**src/rtl/mem_arbiter.sv**
```systemverilog
// Arbitrates one single-port unified memory between instruction fetch and the MEM stage.
// Data wins ties; each access takes WAIT_CYCLES+1 memory cycles and ends with a one-cycle ready.
module mem_arbiter #(
    parameter int WAIT_CYCLES = 1
) (
    input  logic        CLK,
    input  logic        Reset,
    input  logic        IfReq,
    input  logic [31:0] IfAddr,
    output logic [31:0] IfRdata,
    output logic        IfReady,
    input  logic        DReq,
    input  logic        DWe,
    input  logic [31:0] DAddr,
    input  logic [31:0] DWdata,
    output logic [31:0] DRdata,
    output logic        DReady,
    output logic [31:0] MemAddr,
    output logic        MemWe,
    output logic [31:0] MemWdata,
    input  logic [31:0] MemRdata,
    output logic        StallF,
    output logic        StallM,
    output logic        BusyD
);

    localparam logic [3:0] WAIT_LOAD = 4'(WAIT_CYCLES);

    typedef enum logic [2:0] {
        IDLE,
        BUSY_I,
        BUSY_D,
        DONE_I,
        DONE_D
    } arbState_e;

    arbState_e   state;
    arbState_e   stateNext;
    logic [3:0]  cnt;
    logic [3:0]  cntNext;
    logic [31:0] addrReg;
    logic [31:0] addrNext;
    logic        weReg;
    logic        weNext;
    logic [31:0] wdataReg;
    logic [31:0] wdataNext;
    logic [31:0] ifRdataReg;
    logic [31:0] ifRdataNext;
    logic [31:0] dRdataReg;
    logic [31:0] dRdataNext;

    // Request fields are latched at grant so requester changes mid-access are harmless.
    always_ff @(posedge CLK) begin
        if (Reset) begin
            state      <= IDLE;
            cnt        <= 4'd0;
            addrReg    <= 32'd0;
            weReg      <= 1'b0;
            wdataReg   <= 32'd0;
            ifRdataReg <= 32'd0;
            dRdataReg  <= 32'd0;
        end else begin
            state      <= stateNext;
            cnt        <= cntNext;
            addrReg    <= addrNext;
            weReg      <= weNext;
            wdataReg   <= wdataNext;
            ifRdataReg <= ifRdataNext;
            dRdataReg  <= dRdataNext;
        end
    end

    always_comb begin
        stateNext   = state;
        cntNext     = cnt;
        addrNext    = addrReg;
        weNext      = weReg;
        wdataNext   = wdataReg;
        ifRdataNext = ifRdataReg;
        dRdataNext  = dRdataReg;
        case (state)
            IDLE: begin
                // The MEM stage holds the older instruction, so it is served first.
                if (DReq) begin
                    addrNext  = DAddr;
                    weNext    = DWe;
                    wdataNext = DWdata;
                    cntNext   = WAIT_LOAD;
                    stateNext = BUSY_D;
                end else if (IfReq) begin
                    addrNext  = IfAddr;
                    weNext    = 1'b0;
                    cntNext   = WAIT_LOAD;
                    stateNext = BUSY_I;
                end
            end
            BUSY_I: begin
                if (cnt != 4'd0) begin
                    cntNext = cnt - 4'd1;
                end else begin
                    ifRdataNext = MemRdata;
                    stateNext   = DONE_I;
                end
            end
            BUSY_D: begin
                if (cnt != 4'd0) begin
                    cntNext = cnt - 4'd1;
                end else begin
                    if (!weReg) begin
                        dRdataNext = MemRdata;
                    end
                    stateNext = DONE_D;
                end
            end
            DONE_I:  stateNext = IDLE;
            DONE_D:  stateNext = IDLE;
            default: stateNext = IDLE;
        endcase
    end

    // Write strobe only on the final access cycle of a store.
    assign MemWe    = (state == BUSY_D) && (cnt == 4'd0) && weReg;
    assign MemAddr  = addrReg & ~32'h3;
    assign MemWdata = wdataReg;
    assign IfReady  = (state == DONE_I);
    assign DReady   = (state == DONE_D);
    assign IfRdata  = ifRdataReg;
    assign DRdata   = dRdataReg;
    assign StallF   = IfReq & ~IfReady;
    assign StallM   = DReq & ~DReady;
    assign BusyD    = (state == BUSY_D) || (state == DONE_D);

endmodule

```
**config.mk**
```make
export PLATFORM = sky130hd
export DESIGN_NAME = mem_arbiter
export DESIGN_NICKNAME = d
export VERILOG_FILES = /design/src/rtl/mem_arbiter.sv
export SDC_FILE = /design/constraint.sdc
export NUM_CORES = 1
export LEC_CHECK = 0
export CELL_PAD_IN_SITES_DETAIL_PLACEMENT = 0
export CELL_PAD_IN_SITES_GLOBAL_PLACEMENT = 1
export CORE_MARGIN = 1.5
export CORE_UTILIZATION = 30
export CTS_BUF_LIST = sky130_fd_sc_hd__clkbuf_4 sky130_fd_sc_hd__clkbuf_8 sky130_fd_sc_hd__clkbuf_16
export CTS_CLUSTER_SIZE = 20
export DETAILED_ROUTE_END_ITERATION = 16
export GPL_TIMING_DRIVEN = 1
export PLACE_DENSITY_LB_ADDON = 0.05
export SLEW_MARGIN = 10
export SYNTH_ARGS = -nofsm -noshare
export SYNTH_HDL_FRONTEND = slang
export SYNTH_SLANG_ARGS = --single-unit
```
**constraint.sdc**
```tcl
create_clock -name CLK -period 5.1 [get_ports CLK]
set_input_delay 0.51 -clock CLK [delete_from_list [all_inputs] [get_ports CLK]]
set_output_delay 0.51 -clock CLK [all_outputs]
set_load 0.01 [all_outputs]
```
==> run_results.csv <==
group,metric,value,unit
drt,num_vias,4956,
final_layout,final_cells,1086,
pwr,p_leak,3.107,nW
timing,post-route-period-util,0.5508,
global_routing,grt_overflow,0,
critical_path,crit_chain,"inv_1 -> ha_1 -> or3b_4 -> nor4b_1 -> clkdlybuf4s50_1",
synthesis,synth-compound-area-share,0.1556,
critical_path,crit_path_start,"cnt[0]",
critical_path,start_kind,"flip-flop",
synthesis,synth_ff_type,"dfxtp_1",
synthesis,synth_area,0.005114,mm²
drt,via_per_inst,4.564,
worst_hold_path,hp-start,"IfRdata[23]",
final_layout,final_util,0.5103,
synthesis,synth-adder-area-share,0.004894,
synthesis,synth_top_family_by_area,"simple AND/OR/NAND/NOR gates",
timing,fmax,0.3560,GHz
final_layout,mostFrequentLayoutCells,"clkdlybuf4s50_1, nand2_1, dfxtp_1, a21oi_1, nor2_1",
final_layout,antenna_cells,0,
final_layout,final_common_cell,"clkdlybuf4s50_1",
synthesis,synth-simple-area-share,0.2026,
cts,numCtsBuffers,17,
critical_path,r2r-start,"state[2]",
job,maxCapViolCount,0,
cts,cts_tree,"done",
global_routing,grt_pass1_wl,24580,µm
cts,root_buffer,"clkbuf_16",
critical_path,end_kind,"output pin",
pwr,p_per_area,435.6,mW/mm²
placement,placed_area,0.007795,mm²
timing,drv_slew,0,
synthesis,syn-mean-instance-area,8.248,µm²
placement,portBuffers,260,
global_routing,grt_usage,0.1745,
cts,post_cts.repair.setup_buffers,0,
drt,drc,0,
timing,hold_viol,0,
drt,ant_nets,0,
critical_path,critPathKind,"flip-flop to output pin",
synthesis,synth-warning-count,0,
placement,gp_congestion,0.7205,
final_layout,stdcell_area,0.008492,mm²
final_layout,layout.nets,989,
pwr,peakVddDrop,0.0002349,V
drt,wl_met1,6524,µm
drt,wl_met3,1319,µm
global_routing,first_global_vias,4855,
floorplan,die_h,133.6,µm
timing,worstMarginPinSlew,1.170,ns
drt,wire_per_inst,14.33,µm
worst_hold_path,holdCritPathClass,"flip-flop to flip-flop",
global_routing,grt_max_degree,85,
floorplan,pin_count,267,
critical_path,crit_arrival,2.30,ns
timing,slew-limit-headroom,0.2198,
synthesis,synthArstFlopShare,0,
floorplan,dieArea,0.01784,mm²
timing,fin_skew,0.007347,ns
synthesis,ys_ff_latch,134,
drt,met2_length,7551,µm
cts,clk_path_buf_depth,2,
synthesis,synth-seq-area-share,0.5246,
status,run_status,"completed",
critical_path,max_stage_delay,0.62,ns
timing,final.setup.tns,0,ns
drt,detail_route.iter0.violations,211,
synthesis,synth_edf_count,0,
cts,cts_resized,0,
final_layout,area_delta_synth_final,66.06,%
global_routing,antenna_found_initial,0,
synthesis,syn-instance-count,620,
drt,dr.pass1.iters,4,
critical_path,required,4.59,ns
cts,htreeDepth,4,
critical_path,slowest_stage,"clkdlybuf4s50_1",
final_layout,drive_above_1_share,0.04965,
synthesis,synth_cell_types,36,
floorplan,dieWidth,133.6,µm
synthesis,synthMuxAreaShare,0.05872,
drt,routed_wl,15560,µm
timing,setup_viol,0,
critical_path,crit_fanout,5,
drt,top_layer,"met4",
floorplan,start_util,0.3073,
cts,ctsHoldBuffers,0,
floorplan,rows,47,
synthesis,synth-xor-area-share,0.001713,
critical_path,cp_top_family,"buffers and inverters",
timing,period_minus_slack,2.809,ns
cts,insertion_delay,0.41,ns
floorplan,core_area,0.01664,mm²
placement,dp.final_hpwl,10770,µm
critical_path,worstPathBufferInverterCount,2,
cts,clock-sinks,134,
timing,whs,0.4520,ns
cts,clk_pin_slew,0.06,ns
placement,place_inst,1054,
timing,rsz0062_at_grt,"false",
## worst min-delay path, cell delays in order (launching register included)
cell and delay, ns:
dfxtp_1 0.31, nand2_1 0.05, a21oi_1 0.05
## cell type report
cell class              instances  area (µm²)
well taps                     220       275.3
clock buffers                  20       454.2
inverters                       4       15.01
multi-input cells             431        2190
clock inverters                11       222.7
repair buffers                266        2653
fillers                      1542        8150
flip-flops and latches        134        2683
## cells in the mapped netlist (2+ instances only)
cell / count / area (µm²)
a211oi_1: 30 / 225.2
a21oi_1: 102 / 510.5
and3_1: 2 / 12.51
buf_1: 2 / 7.510
buf_2: 17 / 85.08
buf_4: 2 / 15.01
buf_6: 3 / 33.78
clkbuf_1: 28 / 105.1
dfxtp_1: 134 / 2683
ha_1: 2 / 25.02
inv_1: 4 / 15.01
mux2i_1: 30 / 300.3
nand2_1: 195 / 732.0
nand2b_1: 2 / 12.51
nand3b_1: 2 / 15.01
nor2_1: 36 / 135.1
nor2b_1: 2 / 12.51
nor3_1: 5 / 25.02
nor4_1: 2 / 12.51
o21ai_0: 2 / 10.01
o31ai_1: 2 / 15.01
or4_1: 2 / 15.01
## per-stage QoR
stage	worst slack, ns	power [mW]
after floorplan	3.211	1.825
after global placement	2.233	2.313
after detailed placement	2.127	2.331
after CTS	2.243	3.744
after global routing	2.190	3.906
final	2.291	3.699
## registers in the layout, indices dropped and copies added (netlist names)
signal,cells
weReg,1
state,3
DRdata,32
cnt,4
IfRdata,32
addrReg,30
MemWdata,32
## worst paths after layout
kind | cells past startpoint | to | slack, ns
max | 5 | MemWe | 2.29
min | 2 | IfRdata[23] | 0.45
max reg2reg | 4 | weReg | 2.87
min reg2reg | 2 | IfRdata[23] | 0.45
## where the power goes
group	internal [mW]	switching, mW	total, mW
logic	0.507	0.500	1.01
registers	1.21	0.0924	1.30
clock network	0.942	0.452	1.39
## layer usage
metal	track usage	vias to the layer above
met5	0	-
met4	0.06159	0
met3	0.07230	9
met2	0.2942	174
met1	0.1986	2235
li1	-	2538
## cells by family (layout without fill, tap and decap cells)
logic type | Yosys count | after routing
other | 1 | 2
and+or+nand+nor | 256 | 256
DFF | 134 | 134
AOI/OAI and AO/OA | 140 | 140
xor gates and xnor gates | 1 | 1
buffers and inverters | 56 | 301
adders and majority gates | 2 | 2
muxes | 30 | 30
Power figures use the tool's default switching activity.
